--- src/rtl/fruit_launcher.sv ---
// Single-fruit spawner/steerer: picks a pseudo-random launch, applies gravity to vy/dy,
// retires the fruit on slice or screen exit and re-launches it after a moveclk-counted delay.
module fruit_launcher #(
    parameter int          SCREEN_W      = 640,
    parameter int          SCREEN_H      = 480,
    parameter int          SPAWN_Y       = 470,
    parameter int          VY_INIT_MIN   = 8,
    parameter int          VY_MAX        = 15,
    parameter int          GRAVITY_DIV   = 2,
    parameter int          RESPAWN_DELAY = 60,
    parameter logic [15:0] LFSR_SEED     = 16'hACE1
) (
    input  logic       clk,
    input  logic       rst,
    input  logic       en,
    input  logic       moveclk,
    input  logic [9:0] posx,
    input  logic [9:0] posy,
    input  logic       sliced,
    output logic       obj_rst,
    output logic       obj_en,
    output logic [9:0] initPosX,
    output logic [9:0] initPosY,
    output logic [9:0] vx,
    output logic [9:0] vy,
    output logic [1:0] dx,
    output logic [1:0] dy,
    output logic       active,
    output logic       missed
);

    localparam int GW = $clog2(GRAVITY_DIV + 1);
    localparam int DW = $clog2(RESPAWN_DELAY + 1);

    localparam logic [9:0]    SW_L   = 10'(SCREEN_W);
    localparam logic [9:0]    SH_L   = 10'(SCREEN_H);
    localparam logic [9:0]    VYMX_L = 10'(VY_MAX);
    localparam logic [GW-1:0] GLAST  = GW'(GRAVITY_DIV - 1);
    localparam logic [DW-1:0] DLAST  = DW'(RESPAWN_DELAY);

    typedef enum logic [2:0] {
        S_IDLE, S_LOAD, S_FLY_UP, S_FLY_DOWN, S_WAIT
    } state_t;

    state_t        state_q, state_d;
    logic [15:0]   lfsr_q, lfsr_d;
    logic [9:0]    posx0_q, posx0_d;
    logic [9:0]    vx_q, vx_d;
    logic [9:0]    vy_q, vy_d;
    logic [1:0]    dx_q, dx_d;
    logic [1:0]    dy_q, dy_d;
    logic          missed_q, missed_d;
    logic [GW-1:0] gcnt_q, gcnt_d;
    logic [DW-1:0] dcnt_q, dcnt_d;
    logic          flying;
    logic          retire;

    assign flying = (state_q == S_FLY_UP) || (state_q == S_FLY_DOWN);

    always_comb begin
        state_d  = state_q;
        posx0_d  = posx0_q;
        vx_d     = vx_q;
        vy_d     = vy_q;
        dx_d     = dx_q;
        dy_d     = dy_q;
        gcnt_d   = gcnt_q;
        dcnt_d   = dcnt_q;
        missed_d = 1'b0;
        retire   = 1'b0;
        lfsr_d   = {lfsr_q[14:0], lfsr_q[15] ^ lfsr_q[13] ^ lfsr_q[12] ^ lfsr_q[10]};

        case (state_q)
            S_IDLE: begin
                if (en) state_d = S_LOAD;
            end
            S_LOAD: begin
                posx0_d = 10'd64 + {1'b0, lfsr_q[8:0]};
                vx_d    = {8'd0, lfsr_q[10:9]};
                vy_d    = 10'(VY_INIT_MIN) + {7'd0, lfsr_q[13:11]};
                dy_d    = 2'b10;
                if (lfsr_q[10:9] == 2'd0)   dx_d = 2'b00;
                else if (posx0_d < 10'd320) dx_d = 2'b11;
                else                        dx_d = 2'b10;
                gcnt_d  = '0;
                state_d = S_FLY_UP;
            end
            S_FLY_UP, S_FLY_DOWN: begin
                // Exits are checked even while frozen so a slice still lands.
                if (sliced || posx >= SW_L) begin
                    retire = 1'b1;
                end else if (state_q == S_FLY_DOWN && posy >= SH_L) begin
                    retire   = 1'b1;
                    missed_d = 1'b1;
                end else if (en && moveclk) begin
                    if (gcnt_q == GLAST) begin
                        gcnt_d = '0;
                        if (state_q == S_FLY_UP) begin
                            if (vy_q > 10'd1) begin
                                vy_d = vy_q - 10'd1;
                            end else begin
                                dy_d    = 2'b11;
                                state_d = S_FLY_DOWN;
                            end
                        end else if (vy_q < VYMX_L) begin
                            vy_d = vy_q + 10'd1;
                        end
                    end else begin
                        gcnt_d = gcnt_q + GW'(1);
                    end
                end
                if (retire) begin
                    state_d = S_WAIT;
                    dcnt_d  = '0;
                    dy_d    = 2'b00;
                    vy_d    = 10'd0;
                end
            end
            S_WAIT: begin
                if (dcnt_q == DLAST)       state_d = en ? S_LOAD : S_IDLE;
                else if (en && moveclk)    dcnt_d  = dcnt_q + DW'(1);
            end
            default: state_d = S_IDLE;
        endcase
    end

    always_ff @(posedge clk) begin
        if (!rst) begin
            state_q  <= S_IDLE;
            lfsr_q   <= LFSR_SEED;
            posx0_q  <= 10'd320;
            vx_q     <= 10'd0;
            vy_q     <= 10'd0;
            dx_q     <= 2'b00;
            dy_q     <= 2'b00;
            missed_q <= 1'b0;
            gcnt_q   <= '0;
            dcnt_q   <= '0;
        end else begin
            state_q  <= state_d;
            lfsr_q   <= lfsr_d;
            posx0_q  <= posx0_d;
            vx_q     <= vx_d;
            vy_q     <= vy_d;
            dx_q     <= dx_d;
            dy_q     <= dy_d;
            missed_q <= missed_d;
            gcnt_q   <= gcnt_d;
            dcnt_q   <= dcnt_d;
        end
    end

    assign obj_rst  = !flying;
    assign obj_en   = en;
    assign active   = flying;
    assign missed   = missed_q;
    assign initPosX = posx0_q;
    assign initPosY = 10'(SPAWN_Y);
    assign vx       = vx_q;
    assign vy       = vy_q;
    assign dx       = dx_q;
    assign dy       = dy_q;

endmodule

--- config.mk ---
export PLATFORM = sky130hd
export DESIGN_NAME = fruit_launcher
export DESIGN_NICKNAME = d
export VERILOG_FILES = /design/src/rtl/fruit_launcher.sv
export SDC_FILE = /design/constraint.sdc
export NUM_CORES = 1
export LEC_CHECK = 0
export BUFFER_PORTS_ARGS = -buffer_cell sky130_fd_sc_hd__buf_4
export CORE_ASPECT_RATIO = 0.5
export CORE_MARGIN = 3
export CORE_UTILIZATION = 45
export CTS_CLUSTER_DIAMETER = 40
export CTS_CLUSTER_SIZE = 16
export DETAILED_ROUTE_END_ITERATION = 7
export PLACE_DENSITY_LB_ADDON = 0.08
export SKIP_CTS_REPAIR_TIMING = 1
export SLEW_MARGIN = 20
export SYNTH_ARGS = -nofsm -noshare
export SYNTH_HDL_FRONTEND = slang
export SYNTH_SLANG_ARGS = --single-unit
--- constraint.sdc ---
create_clock -name clk -period 2.4 [get_ports clk]
set_clock_uncertainty 0.05 [all_clocks]
set_input_delay 0.48 -clock clk [delete_from_list [all_inputs] [get_ports clk]]
set_output_delay 0.48 -clock clk [all_outputs]
set_load 0.02 [all_outputs]
==> reports/qor.yml, run 1 <==
htree_num_levels: 2
hold_viol_final: 0
cap_violations: 0
area_growth_syn_to_layout_pct: 18.44
yosys-top-cells-count: "dfxtp_1, nand2_1, a21oi_1"
floorplan.rows: 19
grt_pass1_vias: 2237
yosys.area.top_type: "dfxtp_1"
switching_share_pct: 37.77
power.switching_mw: 1.246
overflow: 0
utilization_pct: 58.37
drive_above_1_share_pct: 21.11
fmax_mhz: 458.5
critical_path_class: "reg2reg"
post-synth-top-count-cell: "dfxtp_1"
routed_via_density: 5.443
die_h_um: 62.48
yosysSeqAreaShare_pct: 37.66
ioPinCount: 73
outcome: "completed"
syn_avg_cell_area_um2: 8.568
finish.instance_area_um2: 3400
period_needed_ps: 2181
worst_pin_slew_ps: 641.5
wl_um: 6641
yosys_warnings: 0
root_buffer: "clkbuf_16"
post-dp-hpwl_um: 4844
yosys-top-cells-area: "dfxtp_1, nand2_1, a21oi_1"
p_leak_nw: 1.351
vias: 2520
crit_required_ps: 2540
grt_setup_unrepaired: "no"
power_frac_clock_pct: 25.8
place_ws_ps: 203.1
drtPass1Iterations: 4
holdWs_ps: 362.7
synth_edf_count: 0
finalSetupTns_ps: 0
dp_cells: 455
ys.flop_type: "dfxtp_1"
fillers: 551
setup.worst_path.end_class: "flop"
timing.final.ws_setup_ps: 219.2
slew_headroom_pct: 57.23
die-area_um2: 7431
placed_area_um2: 3227
seqPwrFrac_pct: 34.9
ir_drop_mv: 0.4215
clkTransAtPathRegs_ps: 70
min_path_type: "reg2reg"
grt_max_degree: 35
final_antenna_net_count: 0
internal_power_mw: 2.052
critPathLaunchType: "flop"
synth-async-reset-ratio_pct: 0
instances_no_fill: 463
setup_viol: 0
cts_made_buffers: 5
coreArea_um2: 5824
slew_viol_final: 0
powerDensity_nw_per_um2: 970.2
grt_util_all_layers_pct: 18.10
syn_inst: 335
clock-sinks: 54
portBuffers: 42
combPwrFrac_pct: 39.3
synth_cell_types: 64
final_nets: 409
drcViolationCount: 0
diodes: 0
synth.top_cell.area_share_pct: 37.66
finalCritPeriodShare_pct: 90.87
synth-seq-cells: 54
drtIter0Drc: 192
clkLatencyLatePin_ps: 300
cts_tree: "yes"
routedWlPerCell_um: 14.34
critical_path.max_fanout: 8
grt_pass1_wl_um: 11120
clock_path_buffers: 2
netlist_area_um2: 2870
fp.dieW_um: 118.9
arrival_ps: 2320
place_congestion: 0.8439
finalPower_mw: 3.298
antenna_found_initial: 0
initial_core_util_pct: 49.28
layer usage:
metal / routed length (um) / share of wire [%] / global-route usage [%]
met5: 0 / 0 / 0
met2: 2842 / 43 / 26.57
met1: 3347 / 50 / 26.32
met4: 76 / 1.1 / 4.762
met3: 374 / 5.6 / 4.430
logic make-up (layout without fill, tap and decap cells):
logic type,count (synthesis),in the layout,share of synthesized area (%)
and+or+nand+nor,128,128,23.63
AOI/OAI and AO/OA,88,88,23.28
DFF,54,54,37.66
buffers and inverters,50,78,10.37
adders and majority gates,6,6,2.615
xor gates and xnor gates,6,6,1.831
other,2,18,0.2616
muxes,1,1,0.3487
cell usage in the layout, fill, tap and decap left out, drive strengths merged, types with 3 or more instances in the layout:
cell,netlist,layout
a211o,4,4
a211oi,6,6
a21oi,31,31
a311oi,3,3
and2,12,12
buf,27,59
clkbuf,12,5
conb,2,18
dfxtp,54,54
ha,6,6
inv,11,13
nand2,43,43
nand2b,9,9
nand3,8,8
nand4,3,3
nor2,13,13
nor3,10,10
nor4,3,3
nor4b,3,3
o211ai,3,3
o21ai,8,8
o22ai,5,5
o31ai,5,5
or2,4,4
or3,8,8
or4,3,3
xnor2,3,3
xor2,3,3
final timing paths:
kind              start          to  slack (ps)  cells after the start
max               vy[1]       vy[3]         220                      6
min          lfsr_q[14]  lfsr_q[15]         360                      1
max reg2reg       vy[1]       vy[3]         220                      6
min reg2reg  lfsr_q[14]  lfsr_q[15]         360                      1
flip-flops by register name, summed over array words and instances, names as in the netlist, 2 cells and up:
register and count:
lfsr_q 16, initPosX 10, vy 10, dcnt_q 6
state_q 3, dx 2, dy 2, gcnt_q 2
vx 2
power by group through the flow:
| stage | sequential [mW] | clock (mW) | combinational [mW] |
|---|---|---|---|
| 2_1_floorplan | 1.22 | 0 | 0.849 |
| 3_3_place_gp | 1.17 | 0 | 1.28 |
| 3_5_place_dp | 1.17 | 0 | 1.29 |
| 4_1_cts | 1.15 | 0.871 | 1.29 |
| 5_1_grt | 1.17 | 0.907 | 1.42 |
| 6_report | 1.15 | 0.850 | 1.30 |
cell type report:
cell class / instances / area (um2) / area share (%)
tap: 84 / 105.1 / 3.092
clock inverter: 3 / 47.55 / 1.399
timing repair buffer: 59 / 442.9 / 13.03
clock buffer: 5 / 125.1 / 3.681
inverter: 11 / 46.29 / 1.362
sequential: 54 / 1081 / 31.80
multi-input combinational: 247 / 1551 / 45.64
critical path, cell delays in order (launching register included):
cell	delay, ps
dfxtp_1	460
ha_1	310
nand3_1	120
a311oi_2	390
a211o_1	280
a21oi_1	170
a32o_1	280
No activity file was read; power rests on OpenSTA's default activity.
==> inputs of run 2 (changes only) <==
Settings changed: CORE_UTILIZATION 45 to 43.
==> run 2 against run 1 <==
Effect of this change: setup slack got worse by 29 ps; clock power increased by 2%; combinational power barely moved; register-to-register slack got worse by 30 ps; via count fell by 0.44%; power is 0.76% higher; non-clock buffer count is 1 higher; global-route usage grew 0.67 points; hold slack gained 19 ps; sequential cell count stayed put; wire length grew 3.7%; critical path type unchanged; largest cell class unchanged.
==> reports/qor.yml, run 2 (synthesis gave the netlist of run 1 again) <==
seqPwrFrac_pct: 34.5  # was 34.9%
portBuffers: 42  # unchanged
setup.worst_path.end_class: "flop"  # unchanged
power.switching_mw: 1.239  # was 1.246 mW
overflow: 0  # unchanged
drtIter0Drc: 177  # was 192
crit_path_cell_trace: "and2b_4, inv_6, a31oi_1, a211o_1, a21oi_1, a32o_1"  # was ha_1, nand3_1, a311oi_2, a211o_1, a21oi_1, a32o_1
routedWlPerCell_um: 14.72  # was 14.34 um
critPathBufInv: 1  # was 0
grt_setup_unrepaired: "no"  # unchanged
r2r-end: "vy[3]"  # unchanged
vias: 2509  # was 2520
period_needed_ps: 2209  # was 2181 ps
met3_usage_pct: 4.775  # was 4.430%
placed_area_um2: 3239  # was 3227 um2
grt.busiest_layer: "met2"  # unchanged
die_h_um: 63.77  # was 62.48 um
grt_pass1_wl_um: 11800  # was 11120 um
outcome: "completed"  # unchanged
post-dp-hpwl_um: 5036  # was 4844 um
min_from: "lfsr_q[14]"  # unchanged
ioPinCount: 73  # unchanged
cpLargestDelayFamily: "compound AO/OA/AOI/OAI gates"  # unchanged
initial_core_util_pct: 45.88  # was 49.28%
r2r_slack_ps: 190  # was 220 ps
area_growth_syn_to_layout_pct: 19.05  # was 18.44%
wl_um: 6889  # was 6641 um
grt_use_met1_pct: 25.57  # was 26.32%
clock_path_buffers: 2  # unchanged
setup_viol: 0  # unchanged
holdPathEnd: "lfsr_q[15]"  # unchanged
slowest_delay_ps: 500  # was 460 ps
drtPass1Iterations: 4  # unchanged
cts_tree: "yes"  # unchanged
root_buffer: "clkbuf_16"  # unchanged
min_path_type: "reg2reg"  # unchanged
r2r-start: "state_q[1]"  # was vy[1]
critPathLaunchType: "flop"  # unchanged
critical_path_class: "reg2reg"  # unchanged
slew_viol_final: 0  # unchanged
clkLatencyLatePin_ps: 300  # about the same
largest_reg_flops: 16  # unchanged
crit_required_ps: 2540  # about the same
arrival_ps: 2350  # was 2320 ps
cap_violations: 0  # unchanged
hold_viol_final: 0  # unchanged
finish.instance_area_um2: 3417  # was 3400 um2
switching_share_pct: 37.27  # was 37.77%
cts_made_buffers: 5  # unchanged
internal_power_mw: 2.085  # was 2.052 mW
place_congestion: 0.8431  # was 0.8439
p_leak_nw: 1.358  # was 1.351 nW
grt_util_all_layers_pct: 18.76  # was 18.10%
coreArea_um2: 6256  # was 5824 um2
top_register: "lfsr_q"  # unchanged
crit_slowest_cell: "dfxtp_1"  # unchanged
final_common_cell: "buf_4"  # unchanged
power_frac_clock_pct: 26.0  # was 25.8%
met2_usage_pct: 29.28  # was 26.57%
worst_pin_slew_ps: 622.3  # was 641.5 ps
worst-r2r-cell-count: 6  # unchanged
ir_drop_mv: 0.3973  # was 0.4215 mV
combPwrFrac_pct: 39.5  # was 39.3%
critical_path.max_fanout: 14  # was 8
floorplan.rows: 20  # was 19
min_path_cells: 1  # unchanged
finalCritPeriodShare_pct: 92.06  # was 90.87%
grt_pass1_vias: 2452  # was 2237
final_nets: 410  # was 409
powerDensity_nw_per_um2: 972.6  # was 970.2 nW/um2
layout_common_cells: "buf_4, dfxtp_1, nand2_1"  # unchanged
finalSetupTns_ps: 0  # unchanged
grt_max_degree: 34  # was 35
fp.dieW_um: 121.5  # was 118.9 um
clkTransAtPathRegs_ps: 70  # about the same
final_antenna_net_count: 0  # unchanged
diodes: 0  # unchanged
drcViolationCount: 0  # unchanged
clock-sinks: 54  # unchanged
fmax_mhz: 452.6  # was 458.5 MHz
drive_above_1_share_pct: 21.32  # was 21.11%
routed_via_density: 5.361  # was 5.443
slew_headroom_pct: 58.51  # was 57.23%
antenna_found_initial: 0  # unchanged
htree_num_levels: 2  # unchanged
die-area_um2: 7751  # was 7431 um2
run 2: worst max-delay path by stage:
stage                     from     to  cells past startpoint
floorplan                vy[0]  vy[7]                      6
global placement       posy[5]  vy[7]                      6
detailed placement     posy[5]  vy[8]                      6
CTS                 state_q[1]  vy[3]                      6
global route             vy[0]  vy[7]                      6
finish              state_q[1]  vy[3]                      6
run 2: per-stage QoR:
stage               worst slack, ps  cells  utilization [%]  hold WS, ps  total power [mW]
CTS                           195.4    468            54.62        388.7             3.352
floorplan                     260.7    351                -        336.3             2.066
global route                  66.11    468            54.62        400.8             3.532
detailed placement            214.6    460            51.78        370.3             2.477
finish                        190.5    468            54.62        381.4             3.323
global placement              194.9    460            51.78        342.3             2.457
run 2: final cells by class:
type	instances	area, um2
Multi-Input combinational cell	247	1551
Timing Repair Buffer	60	450.4
Clock buffer	6	138.9
Inverter	11	46.29
Clock inverter	2	38.79
Sequential cell	54	1081
Tap cell	88	110.1
Fill cell	568	2839
run 2: routing by layer:
layer / routed length (um) / vias up
met4: 68 / 0
li1: - / 1260
met5: 0 / -
met1: 3396 / 1171
met3: 485 / 7
met2: 2939 / 71
run 2: power groups by stage:
stage / combinational [mW] / clock [mW] / sequential [mW]
floorplan: 0.849 / 0 / 1.22
global placement: 1.29 / 0 / 1.17
detailed placement: 1.31 / 0 / 1.17
CTS: 1.31 / 0.887 / 1.15
global route: 1.44 / 0.924 / 1.17
finish: 1.31 / 0.863 / 1.15
